$ cat src/rtl/rf_text_screen_pkg.sv
// Shared types and constants for the text screen RAM port-A sequencer.
package rf_text_screen_pkg;

    localparam int RAM_RDLAT_A = 2;
    localparam int WAIT_W      = $clog2(RAM_RDLAT_A + 1);

    typedef enum logic {
        OP_FILL = 1'b0,
        OP_COPY = 1'b1
    } op_e;

    typedef enum logic [3:0] {
        ST_IDLE,
        ST_CPU_RD,
        ST_CPU_GAP,
        ST_FILL,
        ST_CP_RD,
        ST_CP_W1,
        ST_CP_W2,
        ST_CP_WR,
        ST_DONE
    } state_e;

endpackage

$ cat src/rtl/rf_text_screen_ram_ctrl.sv
// Port-A sequencer sharing the text RAM between the CPU bus and the fill/copy engine.
// Every output is registered and reflects the state being entered on that edge.
//   state      | meaning
//   IDLE       | no access; CPU has priority over a new command
//   CPU_RD     | CPU read in flight, wait_q counts RAM latency
//   CPU_GAP    | cpu_ack_o visible; held cs ignored, engine resumes
//   FILL       | engine write of one fill cell
//   CP_RD      | engine read of copy source cell
//   CP_W1/W2   | waiting for read data, captured at end of CP_W2
//   CP_WR      | engine write of copied cell
//   DONE       | done_o pulse, then back to IDLE
module rf_text_screen_ram_ctrl
    import rf_text_screen_pkg::*;
#(
    parameter int WID             = 64,
    parameter int TEXT_CELL_COUNT = 16384,
    parameter int AWID            = $clog2(TEXT_CELL_COUNT)
) (
    input  logic              clk_i,
    input  logic              rstn_i,
    input  logic              cpu_cs_i,
    input  logic              cpu_we_i,
    input  logic [WID/8-1:0]  cpu_sel_i,
    input  logic [AWID-1:0]   cpu_adr_i,
    input  logic [WID-1:0]    cpu_dat_i,
    output logic [WID-1:0]    cpu_dat_o,
    output logic              cpu_ack_o,
    input  logic              cmd_valid_i,
    output logic              cmd_ready_o,
    input  logic              cmd_op_i,
    input  logic [AWID-1:0]   cmd_src_i,
    input  logic [AWID-1:0]   cmd_dst_i,
    input  logic [AWID:0]     cmd_len_i,
    input  logic [WID-1:0]    cmd_fill_i,
    output logic              busy_o,
    output logic              done_o,
    output logic              ram_cs_o,
    output logic              ram_we_o,
    output logic [WID/8-1:0]  ram_sel_o,
    output logic [AWID-1:0]   ram_adr_o,
    output logic [WID-1:0]    ram_dat_o,
    input  logic [WID-1:0]    ram_dat_i
);

    localparam int SELW = WID / 8;
    localparam logic [WAIT_W-1:0] WAIT_LAST = WAIT_W'(RAM_RDLAT_A);

    state_e            state_q, state_d;
    logic [WAIT_W-1:0] wait_q, wait_d;
    op_e               op_q, op_d;
    logic [AWID-1:0]   src_q, src_d, dst_q, dst_d;
    logic [AWID:0]     cnt_q, cnt_d;
    logic [WID-1:0]    fill_q, fill_d;
    logic              cpu_go, eng_go;

    logic [WID-1:0]    cpu_dat_d;
    logic              cpu_ack_d, ready_d, busy_d, done_d, ram_cs_d, ram_we_d;
    logic [SELW-1:0]   ram_sel_d;
    logic [AWID-1:0]   ram_adr_d;
    logic [WID-1:0]    ram_dat_d;

    always_comb begin
        state_d   = state_q;
        wait_d    = wait_q;
        op_d      = op_q;
        src_d     = src_q;
        dst_d     = dst_q;
        cnt_d     = cnt_q;
        fill_d    = fill_q;
        cpu_dat_d = cpu_dat_o;
        cpu_ack_d = 1'b0;
        ready_d   = cmd_ready_o;
        busy_d    = busy_o;
        done_d    = 1'b0;
        ram_cs_d  = 1'b0;
        ram_we_d  = 1'b0;
        ram_sel_d = ram_sel_o;
        ram_adr_d = ram_adr_o;
        ram_dat_d = ram_dat_o;
        cpu_go    = 1'b0;
        eng_go    = 1'b0;

        case (state_q)
            ST_IDLE: begin
                if (cpu_cs_i) begin
                    cpu_go = 1'b1;
                end else if (cmd_valid_i) begin
                    op_d    = op_e'(cmd_op_i);
                    src_d   = cmd_src_i;
                    dst_d   = cmd_dst_i;
                    cnt_d   = cmd_len_i;
                    fill_d  = cmd_fill_i;
                    busy_d  = 1'b1;
                    ready_d = 1'b0;
                    if (cmd_len_i == '0) begin
                        state_d = ST_DONE;
                        done_d  = 1'b1;
                    end else begin
                        eng_go = 1'b1;
                    end
                end
            end
            ST_CPU_RD: begin
                if (wait_q == WAIT_LAST) begin
                    cpu_dat_d = ram_dat_i;
                    cpu_ack_d = 1'b1;
                    state_d   = ST_CPU_GAP;
                end else begin
                    wait_d = wait_q + 1'b1;
                end
            end
            ST_CPU_GAP: begin
                if (busy_o) eng_go = 1'b1;
                else        state_d = ST_IDLE;
            end
            ST_FILL, ST_CP_WR: begin
                if (cnt_q == '0) begin
                    state_d = ST_DONE;
                    done_d  = 1'b1;
                end else if (cpu_cs_i) begin
                    cpu_go = 1'b1;
                end else begin
                    eng_go = 1'b1;
                end
            end
            ST_CP_RD: state_d = ST_CP_W1;
            ST_CP_W1: state_d = ST_CP_W2;
            ST_CP_W2: begin
                ram_cs_d  = 1'b1;
                ram_we_d  = 1'b1;
                ram_sel_d = '1;
                ram_adr_d = dst_q;
                ram_dat_d = ram_dat_i;
                dst_d     = dst_q + 1'b1;
                cnt_d     = cnt_q - 1'b1;
                state_d   = ST_CP_WR;
            end
            ST_DONE: begin
                busy_d  = 1'b0;
                ready_d = 1'b1;
                state_d = ST_IDLE;
            end
            default: state_d = ST_IDLE;
        endcase

        if (cpu_go) begin
            ram_cs_d  = 1'b1;
            ram_sel_d = cpu_sel_i;
            ram_adr_d = cpu_adr_i;
            ram_dat_d = cpu_dat_i;
            if (cpu_we_i) begin
                ram_we_d  = 1'b1;
                cpu_ack_d = 1'b1;
                state_d   = ST_CPU_GAP;
            end else begin
                wait_d  = '0;
                state_d = ST_CPU_RD;
            end
        end

        // Uses the *_d values so a command can issue its first cell on the accept edge.
        if (eng_go) begin
            ram_cs_d = 1'b1;
            if (op_d == OP_FILL) begin
                ram_we_d  = 1'b1;
                ram_sel_d = '1;
                ram_adr_d = dst_d;
                ram_dat_d = fill_d;
                dst_d     = dst_d + 1'b1;
                cnt_d     = cnt_d - 1'b1;
                state_d   = ST_FILL;
            end else begin
                ram_adr_d = src_d;
                src_d     = src_d + 1'b1;
                state_d   = ST_CP_RD;
            end
        end
    end

    always_ff @(posedge clk_i or negedge rstn_i) begin
        if (!rstn_i) begin
            state_q     <= ST_IDLE;
            wait_q      <= '0;
            op_q        <= OP_FILL;
            src_q       <= '0;
            dst_q       <= '0;
            cnt_q       <= '0;
            fill_q      <= '0;
            cpu_dat_o   <= '0;
            cpu_ack_o   <= 1'b0;
            cmd_ready_o <= 1'b1;
            busy_o      <= 1'b0;
            done_o      <= 1'b0;
            ram_cs_o    <= 1'b0;
            ram_we_o    <= 1'b0;
            ram_sel_o   <= '0;
            ram_adr_o   <= '0;
            ram_dat_o   <= '0;
        end else begin
            state_q     <= state_d;
            wait_q      <= wait_d;
            op_q        <= op_d;
            src_q       <= src_d;
            dst_q       <= dst_d;
            cnt_q       <= cnt_d;
            fill_q      <= fill_d;
            cpu_dat_o   <= cpu_dat_d;
            cpu_ack_o   <= cpu_ack_d;
            cmd_ready_o <= ready_d;
            busy_o      <= busy_d;
            done_o      <= done_d;
            ram_cs_o    <= ram_cs_d;
            ram_we_o    <= ram_we_d;
            ram_sel_o   <= ram_sel_d;
            ram_adr_o   <= ram_adr_d;
            ram_dat_o   <= ram_dat_d;
        end
    end

endmodule

$ cat config.mk
export PLATFORM = sky130hd
export DESIGN_NAME = rf_text_screen_ram_ctrl
export DESIGN_NICKNAME = d
export VERILOG_FILES = /design/src/rtl/rf_text_screen_pkg.sv /design/src/rtl/rf_text_screen_ram_ctrl.sv
export SDC_FILE = /design/constraint.sdc
export NUM_CORES = 1
export LEC_CHECK = 0
export BUFFER_PORTS_ARGS = -buffer_cell sky130_fd_sc_hd__buf_4
export CAP_MARGIN = 20
export CELL_PAD_IN_SITES_DETAIL_PLACEMENT = 1
export CELL_PAD_IN_SITES_GLOBAL_PLACEMENT = 2
export CORE_MARGIN = 2
export CORE_UTILIZATION = 25
export CTS_CLUSTER_DIAMETER = 120
export DETAILED_ROUTE_END_ITERATION = 16
export GPL_TIMING_DRIVEN = 0
export PLACE_DENSITY_LB_ADDON = 0.1
export SLEW_MARGIN = 20
export SYNTH_ARGS = -nofsm -noshare
export SYNTH_HDL_FRONTEND = slang
export SYNTH_SLANG_ARGS = --single-unit
$ cat constraint.sdc
create_clock -name clk_i -period 7.7 [get_ports clk_i]
set_input_delay 0 -clock clk_i [delete_from_list [all_inputs] [get_ports clk_i]]
set_output_delay 0 -clock clk_i [all_outputs]
set_load 0.02 [all_outputs]
After elaboration in Yosys (flattened, before gate mapping)

Cells that the tools add are included.

Flip-flop bits (word level): 270
Logic and storage cells: 129
Output and inout bits: 156
Input bits: 263

Mux-type cells: 80
Equality and inequality tests: 17
Reduce and logical (&&, ||, !) cells: 9
$add $sub $neg: 6

Operators with widths:

| kind                                                | number |
|---|---|
| two-way mux 64 bit                                  | 7 |
| two-way mux 14 bit                                  | 13 |
| two-way mux 15 bit                                  | 4 |
| adder 14 x 1 -> 14 bit, second input constant       | 3 |
| two-way mux 4 bit                                   | 8 |
| two-way mux 8 bit                                   | 4 |
| logical NOT 15 bit                                  | 2 |
| two-way mux 1 bit                                   | 30 |
| case mux 15 bit (2 select lines)                    | 1 |
| subtractor 15 x 1 -> 15 bit, second input constant  | 2 |
| case mux 14 bit (2 select lines)                    | 1 |
| case mux 4 bit (7 select lines)                     | 1 |
| != test 4 bit, second input constant                | 6 |
| equality test 4 x 3 -> 1 bit, second input constant | 4 |
| two-way mux 2 bit                                   | 5 |
| equality test 4 x 2 -> 1 bit, second input constant | 2 |
| case mux 1 bit (2 select lines)                     | 4 |
| AND reduction 6 bit                                 | 1 |
| equality test 4 x 1 -> 1 bit, second input constant | 1 |
| equality test 4 bit, second input constant          | 1 |
| logical NOT 4 bit                                   | 1 |
| != test 2 bit, second input constant                | 2 |
| two-way mux 3 bit                                   | 1 |
| case mux 1 bit (3 select lines)                     | 1 |
| 7 further kinds                                     | 7 |

Logic depth before layout (Yosys ltp)

Gate-level depths: netlist (run 1).

Depth in word-level cells: 7
Mapped depth: 14
Mapped depth without buffers: 11

Least setup slack after synthesis (run 1)

OpenSTA, ideal clock, no wires.

Path kind: flip-flop to flip-flop
Start point: reg state_q[1]
End point: reg cnt_q[12]
Slack: 4.605 ns
Data arrival time: 2.972 ns
Stages on the path, launching flop included: 15
Required time: 7.577 ns
Path buffers: 4
Clock period less this slack: 3.095 ns
Library setup time: 0.123 ns
Cells stage by stage: dfrtp_1 -> clkbuf_1 -> and2_1 -> buf_2 -> o21ai_1 -> buf_2 -> buf_2 -> a221oi_2 -> ha_1 -> inv_1 -> a2111oi_0 -> o211ai_1 -> nor4_1 -> nand3_1 -> xnor2_1

Longest elaborated chain between the ends: 5
Elaborated cells between the ends (all ways): 12
Those cells by class: add/sub (1); eq/ne (4); mux (5); reduce/logical (2)

Ends and longest elaborated chain:

| element                                                                  | line                           | RTL |
|---|---|---|
| start, declared                                                          | rf_text_screen_ram_ctrl.sv:48  | `state_e state_q, state_d;` |
| start signal, assigned                                                   | rf_text_screen_ram_ctrl.sv:200 | `state_q <= state_d;` |
| equality test 4 x 3 -> 1 bit / logical NOT 4 bit (equally long branches) | rf_text_screen_ram_ctrl.sv:83  | `case (state_q)` |
| case mux 15 bit (2 select lines)                                         | rf_text_screen_ram_ctrl.sv:83  |  |
| subtractor 15 x 1 -> 15 bit                                              | rf_text_screen_ram_ctrl.sv:170 | `cnt_d = cnt_d - 1'b1;` |
| two-way mux 15 bit                                                       | rf_text_screen_ram_ctrl.sv:164 | `if (op_d == OP_FILL) begin` |
| two-way mux 15 bit (*)                                                   | rf_text_screen_ram_ctrl.sv:162 | `if (eng_go) begin` |
| net cnt_d[12]                                                            | rf_text_screen_ram_ctrl.sv:52  | `logic [AWID:0] cnt_q, cnt_d;` |
| end signal, assigned                                                     | rf_text_screen_ram_ctrl.sv:205 | `cnt_q <= cnt_d;` |
| end, declared                                                            | rf_text_screen_ram_ctrl.sv:52  |  |

The timed path passes the listed nets; every way through them passes the cells marked *.
A chain may end at the register's enable or synchronous reset.

Worst setup path in the final report (run 1)

Same ends and word-level chain as after synthesis.

==> results of run 1 <==
final timing paths:
path	startpoint	end	cells past startpoint
setup / recovery	state_q[1]$_DFFE_PN0P_	cnt_q[12]$_DFF_PN0_	14
hold / removal	cmd_dst_i[4]	dst_q[4]$_DFF_PN0_	5
setup reg to reg	state_q[1]$_DFFE_PN0P_	cnt_q[12]$_DFF_PN0_	14
hold reg to reg	fill_q[4]$_DFF_PN0_	fill_q[4]$_DFF_PN0_	2
max in group asynchronous	rstn_i	cnt_q[7]$_DFF_PN0_	4
min in group asynchronous	rstn_i	cnt_q[11]$_DFF_PN0_	3
metrics by stage:
step | util, % | cell area [µm²] | hold WS, ns
global placement | 33.1 | 17000 | 0.217
detailed placement | 33.3 | 17100 | -0.00585
finish | 40.9 | 21100 | 0.0733
CTS | 40.9 | 21000 | 0.0339
floorplan | - | 13000 | -0.296
global route | 40.9 | 21000 | 0.0849
sequential cells by signal, summed over array words and instances, names as in the netlist:
register	cells
src_q	14
cpu_ack_o	1
ram_dat_o	64
done_o	1
op_q	1
fill_q	64
wait_q	2
state_q	4
cmd_ready_o	1
dst_q	14
cpu_dat_o	64
ram_sel_o	8
ram_cs_o	1
busy_o	1
ram_adr_o	14
cnt_q	15
ram_we_o	1
cell usage in the layout, fill, tap and decap left out, types with 27 or more instances in the layout:
master and count:
buf_4 417, clkbuf_16 38, nand2_1 343, dfrtp_1 269, a21oi_1 51, mux2_2 65
nor2_1 104, nor3_1 27, dlygate4sd3_1 272, a31oi_1 67, a22oi_1 67, clkbuf_1 75
power by group through the flow:
stage / Combinational [mW] / Clock (mW) / Sequential [mW]
finish: 4.12 / 1.70 / 2.55
global route: 4.53 / 1.80 / 2.64
CTS: 4.16 / 1.75 / 2.55
detailed placement: 3.98 / 0 / 2.56
global placement: 3.92 / 0 / 2.54
floorplan: 1.84 / 0 / 2.96
layout make-up:
cell class	instances	area share, %
plain buffers	92	1.85
repair buffers	694	28.3
inverters	13	0.256
diodes	8	0.0951
clock inverters	9	0.386
multi-input cells	991	27.8
clock buffers	54	5.18
well taps	680	4.04
flip-flops and latches	270	32.1
logic make-up (layout without fill, tap and decap cells):
| logic type | Yosys count | after routing | synth area share, % |
|---|---|---|---|
| muxes | 81 | 81 | 6.94 |
| buffers and inverters | 105 | 862 | 3.39 |
| xor gates and xnor gates | 44 | 44 | 2.96 |
| and+or+nand+nor | 572 | 572 | 19.2 |
| adders and majority gates | 7 | 7 | 0.672 |
| other | 0 | 8 | 0 |
| AOI/OAI and AO/OA | 287 | 287 | 15.0 |
| DFF | 270 | 270 | 51.8 |
worst max-delay path, stage by stage (launching register included):
cell and delay, ns:
dfrtp_1 0.40, clkbuf_1 0.22, nand4bb_1 0.29, buf_2 0.28, buf_1 0.48, nor2_1 0.10
a221oi_2 0.32, ha_1 0.21, inv_1 0.05, a2111oi_0 0.56, o211ai_1 0.40, nor4_1 0.43
nand3_1 0.15, xnor2_1 0.15, dlygate4sd3_1 0.55
what timing repair did:
item	4_1_cts	5_1_grt
hold buffers	272	0
hold endpoints to repair	531	0
endpoints found under the setup margin	0	0
metal layers:
layer  up-vias  part of all wire, %
met3        91                  4.8
li1       6305                    -
met1      6675                   43
met5         -                0.039
met4         4                  3.2
met2       328                   49
==> reports/metrics.cfg, run 1 <==
[status]
outcome=finished, final reports clean

[detailed_routing]
dr.first_iter.drc_count=681
wl_per_cell_um=21.9
ant_nets=0
vias_per_cell=4.77
drt_first_pass_iters=5
routed_wl_um=61600
num_vias=13403
drc=0

[power_and_ir_drop]
irDropWorstVdd_v=0.000224
combPwrFrac_pct=49.2
power_mw=8.37
pwr-share-clk_pct=20.3
power_switching_mw=3.57
internal_power_mw=4.80
p_sw_share_pct=42.6
sequentialPowerShare_pct=30.5
cellPowerDensity_nw_per_um2=398
leakagePower_nw=9.52

[synth]
synth.distinct_cells=76
avgSynthCellArea_um2=9.55
ys_async_sr_fraction_pct=100
yosysTopAreaCellShare_pct=51.6
synth.area.top_cells=dfrtp_1 52%, nand2_1 9.9%, mux2_2 5.6%
synthFlopType=dfrtp_1
yosysSeqAreaShare_pct=51.8
yosys_warnings=0
synthMostInstantiatedCell=nand2_1
yosys.area.top_type=dfrtp_1
synth_edf_count=0
synth_nets=1636
synthCells=1366
synth_commonest_cells=343 x nand2_1, 269 x dfrtp_1, 104 x nor2_1
ys_ff_latch=270
netlist_area_um2=13000

[timing]
setup_tns_ns=0
finalMaxSlewViolations=0
hold_viol=0
rsz0062_at_grt=no
worst_slew_pin_slew_ns=1.10
fin_crit_ns=4.74
finClkSkew_ns=0.0148
slew_headroom_pct=26.4
finalSetupViolCount=0
max_freq_ghz=0.211
fin_ws_ns=2.96
min_period_over_period_pct=61.5

[clocking]
clk_path_buf_depth=3
cts_tree=yes
insertion_delay_ns=0.55
cts-root-buf=clkbuf_16
cts_max_level=2
cts.clk_slew.worst_paths_ns=0.06
cts_inserted_buffers=36
post-cts-setup-buffer-count=0
cts_sinks=270
cts_resized=0

[floorplanning]
ioPinCount=419
die_x_um=232
start_util_pct=25.4
core_um2=51400
dieArea_um2=54000
fp.dieH_um=232
fp-row-count=83

[global_route]
gr-usage-met1_pct=28.3
grt.total_usage_pct=22.7
grt_use_met2_pct=38.7
grt_max_degree=77
grt_pass1_wl_um=92400
grt_use_met3_pct=4.33
grt-busiest-layer=met2
grt-ovfl-total=0
antenna_found_initial=9
grt_pass1_vias=14964

[cells_and_area]
layout.cells.non_filler=2811
ff_latch_area_um2=6760
multi_input_area_um2=5840
nFillCells=5935
layout-drive-gt1-share_pct=27.5
area_growth_pct=61.4
fin_nets=2368

[place]
io_buffers=418
dp_hpwl_um=45000
dp.cells=2468
routabilityCongestion=0.813
dp_slack_ns=3.51

[worst_setup_path]
cp_max_fo=10
regToRegSetupSlack_ns=2.96
cp.arrival_ns=5.17
startpoint_type=flip-flop
cp_data_required_time_ns=8.13
critical_path.endpoint_type=flip-flop
crit_type=flip-flop to flip-flop

[min_path]
min_path_type=input port to flip-flop

[run]
drv_cap=0

(Power assumes the default switching activity.)
==> inputs of run 2 (changes only) <==
ABC_AREA = 1   (was not set)
clock period = 3.8 ns   (was 7.7 ns; I/O delays follow)
==> reports/metrics.cfg, run 2 <==
[detailed_routing]
num_vias=15199
dr.first_iter.drc_count=510
drt_first_pass_iters=5
drc=0
vias_per_cell=4.58
wl_per_cell_um=20.9
ant_nets=0
routed_wl_um=69500

[synth]
synth.distinct_cells=46
synth_nets=2091
avgSynthCellArea_um2=7.76
yosysTopAreaCellShare_pct=47.6
yosys.area.top_type=dfrtp_1
synthCells=1821
ys_ff_latch=270
yosys_warnings=0
synth_commonest_cells=638 x nand2_1, 269 x dfrtp_1, 183 x inv_1
ys_async_sr_fraction_pct=100
synthMostInstantiatedCell=nand2_1
yosysSeqAreaShare_pct=47.8
synth_edf_count=0
synth.area.top_cells=dfrtp_1 48%, nand2_1 17%, inv_1 4.9%
synthFlopType=dfrtp_1
netlist_area_um2=14100

[timing]
finClkSkew_ns=0.0214
finalMaxSlewViolations=0
hold_viol=0
slew_headroom_pct=34.0
min_period_over_period_pct=92.2
rsz0062_at_grt=no
fin_crit_ns=3.50
hold_slack_ns=0.0389
fin_ws_ns=0.297
worst_slew_pin_slew_ns=0.990
setup_tns_ns=0
finalSetupViolCount=0
max_freq_ghz=0.285

[worst_setup_path]
r2r-end=ram_dat_o[12]$_DFF_PN0_
rr_worst_depth=13
critical_path.endpoint_type=flip-flop
crit_type=flip-flop to flip-flop
regToRegSetupSlack_ns=0.30
reg2reg_from=cnt_q[0]$_DFF_PN0_
cp.arrival_ns=3.99
cp_data_required_time_ns=4.29
cp_max_fo=10
startpoint_type=flip-flop

[clocking]
cts_sinks=270
post-cts-setup-buffer-count=0
cts-root-buf=clkbuf_16
cts_resized=0
cts_tree=yes
cts.clk_slew.worst_paths_ns=0.06
cts_max_level=2
cts_inserted_buffers=37
clk_path_buf_depth=3
insertion_delay_ns=0.57

[place]
dp.cells=2998
routabilityCongestion=0.816
postPlaceCellArea_um2=18300
io_buffers=418
dp_hpwl_um=51900
dp_slack_ns=0.520

[cells_and_area]
finalInstanceArea_um2=22200
reg_top3=cpu_dat_o x64, fill_q x64, ram_dat_o x64
nFillCells=6728
fin_util_pct=39.4
final_common_cell=nand2_1
area_growth_pct=56.7
fin_nets=2804
layout_common_cells=638 x nand2_1, 428 x buf_4, 269 x dfrtp_1
layout.cells.non_filler=3321
layout-drive-gt1-share_pct=24.4

[status]
outcome=finished, final reports clean

[floorplanning]
start_util_pct=25.2
fp.dieH_um=242
dieArea_um2=58500
ioPinCount=419
fp-row-count=87
die_x_um=242
core_um2=56200

[global_route]
grt.total_usage_pct=23.6
grt_pass1_wl_um=105000
grt-ovfl-total=0
grt_max_degree=90
antenna_found_initial=6
grt_pass1_vias=16786

[min_path]
min_path_type=input port to flip-flop
whs_endpoint=ram_adr_o[5]$_DFFE_PN0P_
hold_start=cpu_adr_i[5]
min_delay_path_depth=5

[power_and_ir_drop]
cellPowerDensity_nw_per_um2=837
leakagePower_nw=11.2
power_mw=18.5
irDropWorstVdd_v=0.000392

[run]
drv_cap=0

[run 2: final cells by class]
type | count | area, µm² | share of cell area [%]
Antenna cell | 3 | 7.51 | 0.0339
Clock buffer | 55 | 1090 | 4.94
Inverter | 192 | 721 | 3.25
Multi-Input combinational cell | 1274 | 6210 | 28.0
Timing Repair Buffer | 675 | 5780 | 26.1
Tap cell | 756 | 946 | 4.27
Sequential cell | 270 | 6760 | 30.5
Clock inverter | 12 | 186 | 0.842
Buffer | 84 | 449 | 2.03
[run 2: repair_timing]
action	4_1_cts	5_1_grt
hold buffers	254	0
hold endpoints to repair	362	0
endpoints found under the setup margin	0	7
[run 2: metal layers]
| layer | wire length, µm | vias up | GRT usage (%) |
|---|---|---|---|
| met1 | 28700 | 7462 | 28.0 |
| li1 | - | 7261 | - |
| met4 | 2280 | 6 | 8.35 |
| met5 | 37 | - | 0 |
| met2 | 35100 | 358 | 42.2 |
| met3 | 3410 | 112 | 4.98 |
[run 2: worst max-delay path, cell delays in order (launching register included)]
cell and delay, ns:
dfrtp_1 0.46, inv_1 0.18, ha_1 0.27, nand2_1 0.16, nor2_2 0.21, nand2_1 0.17, nand3_1 0.13, nand2_2 0.26
nor2_2 0.28, buf_4 0.28, buf_4 0.23, a21oi_1 0.09, a31oi_1 0.14, dlygate4sd3_1 0.57
[run 2: power breakdown]
| part | internal (mW) | switching (mW) |
|---|---|---|
| combinational | 3.57 | 6.14 |
| sequential | 4.29 | 0.830 |
| clock | 2.28 | 1.44 |
[run 2: worst max path at each step]
stage	end	slack (ns)	start
6_report	ram_dat_o[12]$_DFF_PN0_	0.30	cnt_q[0]$_DFF_PN0_
5_1_grt	ram_dat_o[12]$_DFF_PN0_	0.009	cnt_q[0]$_DFF_PN0_
4_1_cts	ram_dat_o[18]$_DFF_PN0_	0.15	cnt_q[0]$_DFF_PN0_
3_5_place_dp	ram_adr_o[8]$_DFFE_PN0P_	0.52	cnt_q[0]$_DFF_PN0_
3_3_place_gp	cpu_dat_o[50]$_DFFE_PN0P_	-0.18	rstn_i
2_1_floorplan	cnt_q[10]$_DFF_PN0_	1.60	state_q[2]$_DFFE_PN0P_
[run 2: kinds of logic after synthesis]
group	after synthesis	synth area share, %
mux	33	2.63
xor+xnor	25	1.55
compound gates	249	10.6
flops	270	47.8
fa+ha+maj	7	0.619
buf+inv	277	8.30
simple gates	960	28.5
